### src/rtl/event_tx.sv
// event_tx: buffers filtered events in a FIFO and serializes each as a start/data/even-parity/stop frame, LSB first
module event_tx #(
  parameter int COORD_W      = 2,
  parameter int FIFO_DEPTH   = 4,
  parameter int CLKS_PER_BIT = 4
) (
  input  logic                          clk,
  input  logic                          rst,
  input  logic                          ev_valid,
  input  logic [COORD_W-1:0]            ev_x,
  input  logic [COORD_W-1:0]            ev_y,
  input  logic [COORD_W-1:0]            ev_t,
  input  logic [COORD_W-1:0]            ev_p,
  output logic                          ev_ready,
  output logic                          tx_serial,
  output logic                          tx_busy,
  output logic [$clog2(FIFO_DEPTH):0]   fifo_level,
  output logic [7:0]                    drop_count
);
  localparam int D  = 4 * COORD_W;
  localparam int AW = $clog2(FIFO_DEPTH);
  localparam int LW = AW + 1;
  localparam int TW = CLKS_PER_BIT > 1 ? $clog2(CLKS_PER_BIT) : 1;
  localparam int BW = $clog2(D);
  typedef enum logic [2:0] {IDLE, START, DATA, PARITY, STOP} state_t;
  state_t          state;
  logic [D-1:0]    mem [FIFO_DEPTH];
  logic [AW-1:0]   wr_ptr, rd_ptr;
  logic [D-1:0]    shift;
  logic            par;
  logic [TW-1:0]   timer;
  logic [BW-1:0]   bit_idx;
  logic            full, empty, push, pop, bit_end;
  assign full     = fifo_level == LW'(FIFO_DEPTH);
  assign empty    = fifo_level == '0;
  assign push     = ev_valid && !full;
  assign pop      = state == IDLE && !empty;
  assign bit_end  = timer == TW'(CLKS_PER_BIT - 1);
  assign ev_ready = !full;
  assign tx_busy  = state != IDLE;
  always_ff @(posedge clk)
    if (push) mem[wr_ptr] <= {ev_x, ev_y, ev_t, ev_p};
  always_ff @(posedge clk) begin
    if (rst) begin
      state      <= IDLE;
      tx_serial  <= 1'b1;
      fifo_level <= '0;
      drop_count <= '0;
      wr_ptr     <= '0;
      rd_ptr     <= '0;
      timer      <= '0;
      bit_idx    <= '0;
      shift      <= '0;
      par        <= 1'b0;
    end else begin
      if (push) wr_ptr <= wr_ptr + AW'(1);
      if (pop) rd_ptr <= rd_ptr + AW'(1);
      fifo_level <= fifo_level + LW'(push) - LW'(pop);
      if (ev_valid && full && drop_count != 8'hff) drop_count <= drop_count + 8'd1;
      timer <= (state == IDLE || bit_end) ? '0 : timer + TW'(1);
      case (state)
        IDLE: begin
          tx_serial <= !pop;
          if (pop) begin
            shift <= mem[rd_ptr];
            par   <= ^mem[rd_ptr];
            state <= START;
          end
        end
        START: if (bit_end) begin
          state     <= DATA;
          tx_serial <= shift[0];
          bit_idx   <= '0;
        end
        DATA: if (bit_end) begin
          if (bit_idx == BW'(D - 1)) begin
            state     <= PARITY;
            tx_serial <= par;
          end else begin
            bit_idx   <= bit_idx + BW'(1);
            shift     <= shift >> 1;
            tx_serial <= shift[1];
          end
        end
        PARITY: if (bit_end) begin
          state     <= STOP;
          tx_serial <= 1'b1;
        end
        STOP: if (bit_end) state <= IDLE;
        default: state <= IDLE;
      endcase
    end
  end
endmodule

### config.mk
export PLATFORM = sky130hd
export DESIGN_NAME = event_tx
export DESIGN_NICKNAME = d
export VERILOG_FILES = /design/src/rtl/event_tx.sv
export SDC_FILE = /design/constraint.sdc
export NUM_CORES = 1
export LEC_CHECK = 0
export ABC_AREA = 1
export CAP_MARGIN = 10
export CORE_MARGIN = 2
export CORE_UTILIZATION = 52
export DETAILED_ROUTE_END_ITERATION = 10
export HOLD_SLACK_MARGIN = 0.15
export PLACE_DENSITY = 0.75
export SETUP_SLACK_MARGIN = 0.02
export SYNTH_ARGS = -nofsm -noshare
export SYNTH_HDL_FRONTEND = slang
export SYNTH_SLANG_ARGS = --single-unit
### constraint.sdc
create_clock -name clk -period 1.9 [get_ports clk]
set_input_delay 0.38 -clock clk [delete_from_list [all_inputs] [get_ports clk]]
set_output_delay 0.38 -clock clk [all_outputs]
set_load 0.02 [all_outputs]
==> load_flow_metrics.sql, run 1 <==
INSERT INTO impl_metrics (metric_group, metric, value, unit) VALUES
('timing', 'period_share', '0.946', ''),
('synth', 'post_synth_xor_area_fraction', '0.0107', ''),
('cells_and_area', 'post_route_cells_drive_above_1_share', '0.132', ''),
('pwr', 'comb_power_share', '0.445', ''),
('synth', 'synth_nets', '424', ''),
('setup_path', 'cells_along_the_critical_path', 'inv_4 > nand2_4 > nor2_4 > inv_2 > nor2_4 > xor2_1 > ha_2 > inv_1 > fa_1 > inv_1 > buf_4 > a21oi_1', ''),
('setup_path', 'critical-path-slowest-cell', 'sky130_fd_sc_hd__dfxtp_4', ''),
('run_status', 'run_status', 'completed', ''),
('floorplanning', 'core', '5990', 'um^2'),
('clocking', 'worst_setup_hold_path_clk_slew', '0.07', 'ns'),
('synth', 'synth.ff_latch_count', '67', ''),
('clocking', 'hold_buffers', '0', ''),
('pwr', 'power.density', '1410', 'nW/um^2'),
('timing', 'tightest_slew', '0.488', 'ns'),
('pwr', 'cellInternalPower', '3.41', 'mW'),
('synth', 'synth_edf_count', '32', ''),
('pwr', 'ir_drop', '0.734', 'mV'),
('floorplanning', 'floorplan.die.height', '83.2', 'um'),
('timing', 'drv_slew', '0', ''),
('routing', 'routed_wire_length_per_instance', '12.1', 'um'),
('pwr', 'sw_frac_of_total', '0.385', ''),
('synth', 'synth.avg_cell_area', '8.09', 'um^2'),
('setup_path', 'worstSetupEndpointType', 'register', ''),
('routing', 'count_of_nets_left_with_antenna_violations_after_detail_routing', '0', ''),
('synth', 'post-synth-top-count-cell', 'sky130_fd_sc_hd__nand2_1', ''),
('floorplanning', 'number_of_placement_rows', '28', ''),
('timing', 'hold_slack', '0.424', 'ns'),
('clocking', 'cts_tree', 'done', ''),
('synth', 'cell_taking_the_most_area_after_synthesis', 'sky130_fd_sc_hd__edfxtp_1', ''),
('grt', 'global_route_wire_length_before_repair', '10700', 'um'),
('timing', 'achievable-frequency', '0.556', 'GHz'),
('floorplanning', 'die-area', '6920', 'um^2'),
('pwr', 'seq_power_share', '0.350', ''),
('setup_path', 'required', '2.13', 'ns'),
('setup_path', 'r2r-start', 'state[1]', ''),
('routing', 'first_iter_violations', '163', ''),
('grt', 'remaining_global_route_overflow', '0', ''),
('floorplanning', 'i_o_pins', '25', ''),
('routing', 'drt_wl_total', '6400', 'um'),
('setup_path', 'worst-path-max-fanout', '3', ''),
('floorplanning', 'die_x', '83.2', 'um'),
('setup_path', 'cp_num_cells', '12', ''),
('timing', 'postLayoutSetupSlackWorst', '0.102', 'ns'),
('setup_path', 'crit_arrival', '2.02', 'ns'),
('timing', 'final-hold-violation-count', '0', ''),
('clocking', 'tritoncts_buffer_count', '9', ''),
('clocking', 'clk-insertion-delay-late', '0.34', 'ns'),
('grt', 'first_global_vias', '2454', ''),
('setup_path', 'timing.setup.critical_path_class', 'reg -> reg', ''),
('cells_and_area', 'syn_to_final_growth', '20.6', '%'),
('setup_path', 'worst_r2r_endpoint', 'fifo_level[2]', ''),
('clocking', 'cts_root_buf', 'sky130_fd_sc_hd__clkbuf_8', ''),
('placed_design', 'dpl_worst_slack', '-0.178', 'ns'),
('routing', 'num_vias', '2696', ''),
('floorplanning', 'initial_utilization', '0.544', ''),
('pwr', 'p_leak', '1.75', 'nW'),
('setup_path', 'path_delay_family', 'adder cells', ''),
('setup_path', 'worstRegToRegCells', '12', ''),
('placed_design', 'finalWeightedCongestion', '0.831', ''),
('synth', 'synth_top_family_by_area', 'simple AND/OR/NAND/NOR gates', ''),
('synth', 'leading_cell_types_by_count_after_synthesis', '159 x sky130_fd_sc_hd__nand2_1, 35 x sky130_fd_sc_hd__dfxtp_1, 35 x sky130_fd_sc_hd__inv_1', ''),
('routing', 'number_of_detailed_routing_iterations_run_before_antenna_repair', '5', ''),
('synth', 'synth_seq_area_share', '0.509', ''),
('synth', 'synth.top_cell.area_share', '0.295', ''),
('timing', 'report.final.setup_viol', '0', ''),
('synth', 'synth_compound_area_frac', '0.0959', ''),
('setup_path', 'timing.critical_path.from', 'state[1]', ''),
('grt', 'overall_fraction_of_global_route_tracks_in_use', '0.194', ''),
('timing', 'grt_setup_unrepaired', 'no', ''),
('pwr', 'power.net_switching', '2.13', 'mW'),
('cells_and_area', 'num-fill-cells', '485', '');
power groups by stage:
stage | sequential (mW) | combinational [mW] | clock [mW]
floorplan | 1.96 | 1.69 | 0
global placement | 1.94 | 2.19 | 0
detailed placement | 1.95 | 2.26 | 0
CTS | 1.93 | 2.28 | 1.16
global route | 1.97 | 2.79 | 1.23
finish | 1.94 | 2.47 | 1.13
state kept, by name (all words and copies together) (netlist names), named ones only:
register	cells
drop_count	8
mem	32
timer	2
par	1
fifo_level	3
wr_ptr	2
rd_ptr	2
state	3
bit_idx	3
tx_serial	1
shift	8
worst min path at each step:
stage	end	slack [ns]	depth (start not counted)
after global placement	timer[0]	0.41	1
after detailed placement	timer[0]	0.42	1
after CTS	timer[0]	0.42	1
final	timer[0]	0.42	1
after floorplan	timer[0]	0.40	1
after global routing	timer[0]	0.43	1
final cells by class:
cell class | instances | area (um^2) | area share
sequential | 67 | 1670 | 0.425
multi-input combinational | 287 | 1410 | 0.359
timing repair buffer | 46 | 423 | 0.107
clock buffer | 14 | 153 | 0.0388
inverter | 37 | 146 | 0.0372
tap | 75 | 93.8 | 0.0238
clock inverter | 2 | 35.0 | 0.00890
metrics by stage:
| step | util | area, um^2 | TNS (ns) | cells |
|---|---|---|---|---|
| after floorplan | - | 3280 | 0 | 403 |
| after global placement | 0.612 | 3660 | -0.162 | 507 |
| after detailed placement | 0.612 | 3660 | -0.270 | 507 |
| after CTS | 0.643 | 3850 | 0 | 523 |
| after global routing | 0.657 | 3940 | 0 | 528 |
| final | 0.657 | 3940 | 0 | 528 |
placed cells by master, fill, tap and decap left out, types with 2 or more instances in the layout:
cell                              synthesis  final
sky130_fd_sc_hd__o21ai_1                  1      2
sky130_fd_sc_hd__ha_1                     9      8
sky130_fd_sc_hd__nand2_1                159    156
sky130_fd_sc_hd__edfxtp_1                32     32
sky130_fd_sc_hd__nor2_4                   0      2
sky130_fd_sc_hd__inv_4                    2      3
sky130_fd_sc_hd__o211a_1                  2      2
sky130_fd_sc_hd__a31oi_1                  8      8
sky130_fd_sc_hd__xnor2_1                  2      2
sky130_fd_sc_hd__nor2_1                  20     19
sky130_fd_sc_hd__clkbuf_8                 0     10
sky130_fd_sc_hd__nand2_4                  2      3
sky130_fd_sc_hd__clkdlybuf4s50_1          0     21
sky130_fd_sc_hd__clkbuf_1                 3      4
sky130_fd_sc_hd__inv_1                   35     32
sky130_fd_sc_hd__a21oi_1                 17     17
sky130_fd_sc_hd__nand3_1                 28     28
sky130_fd_sc_hd__nand4_1                  2      2
sky130_fd_sc_hd__nor3_1                   5      4
sky130_fd_sc_hd__dlymetal6s2s_1           0      2
sky130_fd_sc_hd__dfxtp_1                 35     29
sky130_fd_sc_hd__dfxtp_2                  0      5
sky130_fd_sc_hd__o21ai_0                 20     19
sky130_fd_sc_hd__nand2_2                  1      3
sky130_fd_sc_hd__buf_4                    3     21
sky130_fd_sc_hd__inv_2                    0      2
sky130_fd_sc_hd__xor2_1                   2      2
routing by layer:
| layer | GRT usage | share of wire | wire, um |
|---|---|---|---|
| met4 | 0.103 | 0.020 | 127 |
| met1 | 0.233 | 0.44 | 2830 |
| met3 | 0.0427 | 0.044 | 281 |
| met2 | 0.323 | 0.49 | 3170 |
| met5 | 0 | 0 | 0 |
kinds of logic (layout without fill, tap and decap cells):
| logic type | Yosys count | in the layout |
|---|---|---|
| buffers and inverters | 49 | 99 |
| AO/OA/AOI/OAI | 53 | 53 |
| flip-flops | 67 | 67 |
| AND/OR/NAND/NOR | 220 | 220 |
| XOR/XNOR | 4 | 4 |
| adder cells (fa/ha/maj) | 10 | 10 |
repair_timing:
action	CTS	global route
setup endpoints to repair	2	10
pin swaps	1	5
resized for setup	6	11
cloned	0	0
setup buffers	0	5
Note: power is estimated with default switching activity, not from simulation.
==> run 2, diff against run 1 <==
--- a/config.mk
+++ b/config.mk
@@ -10,6 +10,7 @@
 export CORE_MARGIN = 2
 export CORE_UTILIZATION = 52
 export DETAILED_ROUTE_END_ITERATION = 10
+export GPL_TIMING_DRIVEN = 0
 export HOLD_SLACK_MARGIN = 0.15
 export PLACE_DENSITY = 0.75
 export SETUP_SLACK_MARGIN = 0.02
==> run 2 against run 1 <==
Total power shrank 3.3%. Count of clock-buffer cells in the layout shrank 1. Register-to-register slack lost 0.03 ns. Clock skew rose by 0.0022 ns. Hold slack better by 0.013 ns. Routed wire length grew 3.5%. Critical path type is now in -> reg. Sequential cell count is the same. Core utilization is 1.3 points lower. Largest cell class unchanged.
==> load_flow_metrics.sql, run 2 (synthesized netlist as in run 1, its figures left out) <==
INSERT INTO impl_metrics (metric_group, metric, value, unit) VALUES
('run_status', 'run_status', 'completed', ''),
('clocking', 'cts_tree', 'done', ''),
('routing', 'count_of_nets_left_with_antenna_violations_after_detail_routing', '0', ''),
('timing', 'final.min_clock_period', '1.83', 'ns'),
('setup_path', 'timing.setup.critical_path_class', 'in -> reg', ''),
('floorplanning', 'initial_utilization', '0.544', ''),
('grt', 'grt_max_degree', '12', ''),
('clocking', 'cts_sinks', '67', ''),
('setup_path', 'cells_along_the_critical_path', 'clkdlybuf4s50_1 > nand2_4 > buf_4 > nor2_1', ''),
('clocking', 'tritoncts_buffer_count', '9', ''),
('setup_path', 'timing.critical_path.from', 'ev_valid', ''),
('cells_and_area', 'mostFrequentLayoutCells', '156 x sky130_fd_sc_hd__nand2_1, 32 x sky130_fd_sc_hd__edfxtp_1, 30 x sky130_fd_sc_hd__inv_1, 30 x sky130_fd_sc_hd__dfxtp_1, 28 x sky130_fd_sc_hd__nand3_1', ''),
('cells_and_area', 'syn_to_final_growth', '18.3', '%'),
('setup_path', 'worst_r2r_endpoint', 'fifo_level[1]', ''),
('clocking', 'clockBufferDepth', '2', ''),
('setup_path', 'worstSetupEndpointType', 'register', ''),
('cells_and_area', 'design.final.nets', '464', ''),
('grt', 'antenna_found_initial', '0', ''),
('pwr', 'p_leak', '1.70', 'nW'),
('routing', 'number_of_detailed_routing_iterations_run_before_antenna_repair', '4', ''),
('pwr', 'ir_drop', '0.739', 'mV'),
('timing', 'hold_slack', '0.437', 'ns'),
('timing', 'drv_slew', '0', ''),
('setup_path', 'critical-path-slowest-cell', 'sky130_fd_sc_hd__nor2_1', ''),
('setup_path', 'r2r_slack', '0.07', 'ns'),
('clocking', 'worst_setup_hold_path_clk_slew', '0.07', 'ns'),
('floorplanning', 'number_of_placement_rows', '28', ''),
('grt', 'global_route_wire_length_before_repair', '11000', 'um'),
('timing', 'slew_headroom', '0.415', ''),
('timing', 'clock_skew', '0.00919', 'ns'),
('setup_path', 'critical_path.endpoint', 'mem[0][4]', ''),
('timing', 'grt_setup_unrepaired', 'yes', ''),
('floorplanning', 'i_o_pins', '25', ''),
('setup_path', 'worst-path-max-fanout', '8', ''),
('setup_path', 'worstRegToRegCells', '10', ''),
('routing', 'num_vias', '2741', ''),
('clocking', 'hold_buffers', '0', ''),
('routing', 'routed_wire_length_per_instance', '12.7', 'um'),
('cells_and_area', 'reg.largest.list', 'mem: 32 flops, drop_count: 8 flops, shift: 8 flops', ''),
('routing', 'first_iter_violations', '150', ''),
('cells_and_area', 'post_route_cells_drive_above_1_share', '0.129', ''),
('pwr', 'report.power.total', '5.36', 'mW'),
('routing', 'via_per_inst', '5.24', ''),
('floorplanning', 'die-area', '6920', 'um^2'),
('grt', 'overall_fraction_of_global_route_tracks_in_use', '0.195', ''),
('setup_path', 'crit_arrival', '1.79', 'ns'),
('cells_and_area', 'postLayoutCoreUtil', '0.644', ''),
('cells_and_area', 'largest-register', 'mem', ''),
('floorplanning', 'floorplan.die.height', '83.2', 'um'),
('cells_and_area', 'flip_flop_count_of_the_largest_register_all_copies_and_words_added', '32', ''),
('clocking', 'htree_levels', '3', ''),
('setup_path', 'setup.worst_path.start_class', 'primary input', ''),
('setup_path', 'required', '1.86', 'ns'),
('placed_design', 'dp.final_hpwl', '4590', 'um'),
('grt', 'first_global_vias', '2512', ''),
('timing', 'final-hold-violation-count', '0', ''),
('timing', 'tightest_slew', '0.874', 'ns'),
('min_path', 'hold_path_class', 'reg -> reg', ''),
('clocking', 'clk-insertion-delay-late', '0.34', 'ns'),
('routing', 'drt_wl_total', '6620', 'um'),
('timing', 'period_share', '0.965', ''),
('timing', 'report.final.setup_viol', '0', ''),
('floorplanning', 'die_x', '83.2', 'um'),
('grt', 'remaining_global_route_overflow', '0', ''),
('cells_and_area', 'mostFrequentLayoutCell', 'sky130_fd_sc_hd__nand2_1', ''),
('placed_design', 'finalWeightedCongestion', '0.874', ''),
('placed_design', 'buffer_ports.inserted', '24', ''),
('flow_run', 'max_cap_violations', '0', ''),
('setup_path', 'r2r-start', 'state[1]', ''),
('pwr', 'power.density', '1390', 'nW/um^2'),
('cells_and_area', 'antenna_cells_inserted', '0', ''),
('floorplanning', 'core', '5990', 'um^2'),
('timing', 'achievable-frequency', '0.546', 'GHz'),
('setup_path', 'critical_path.max_stage_delay', '0.66', 'ns'),
('clocking', 'cts_root_buf', 'sky130_fd_sc_hd__clkbuf_8', ''),
('routing', 'drt_drc_violations_left', '0', '');
-- run 2: worst min-delay path by stage --
stage,start,to,slack (ns),cells past startpoint
after detailed placement,timer[0],timer[0],0.42,1
after global routing,timer[0],timer[0],0.46,1
after global placement,timer[0],timer[0],0.41,1
final,timer[0],timer[0],0.44,1
after CTS,timer[0],timer[0],0.43,1
after floorplan,timer[0],timer[0],0.40,1
-- run 2: critical path, delay by kind of cell --
kind | cells | cell delay (ns)
buffers and inverters | 2 | 0.69
AND/OR/NAND/NOR | 2 | 0.72
-- run 2: final cells by class --
class                           count  area, um^2
Tap cell                           75        93.8
Buffer                             12        76.3
Timing Repair Buffer               29         278
Fill cell                         481        2130
Multi-Input combinational cell    287        1430
Clock buffer                       13         149
Inverter                           37         146
Clock inverter                      3        15.0
Sequential cell                    67        1670
-- run 2: metrics by stage --
stage / setup WS (ns) / area, um^2 / std cells / TNS, ns
2_1_floorplan: 0.0215 / 3280 / 403 / 0
5_1_grt: -0.0629 / 3860 / 523 / -0.113
6_report: 0.0671 / 3860 / 523 / 0
3_5_place_dp: -0.309 / 3610 / 502 / -5.98
4_1_cts: -0.00711 / 3790 / 520 / -0.00711
3_3_place_gp: -0.260 / 3610 / 502 / -4.83
-- run 2: layer usage --
layer | global-route usage | routed length (um)
met1 | 0.252 | 2960
met2 | 0.315 | 3230
met3 | 0.0477 | 385
met4 | 0.0775 | 48
met5 | 0 | 0
-- run 2: what timing repair did --
| action | CTS | global route |
|---|---|---|
| setup endpoints to repair | 4 | 4 |
| pin swaps | 2 | 5 |
| resized for setup | 6 | 16 |
| buffers inserted | 2 | 3 |
| gates cloned | 0 | 0 |
-- run 2: power by group --
part	internal (mW)	switching (mW)
Combinational	0.897	1.51
Clock	0.504	0.510
Sequential	1.78	0.158
Total	3.18	2.17
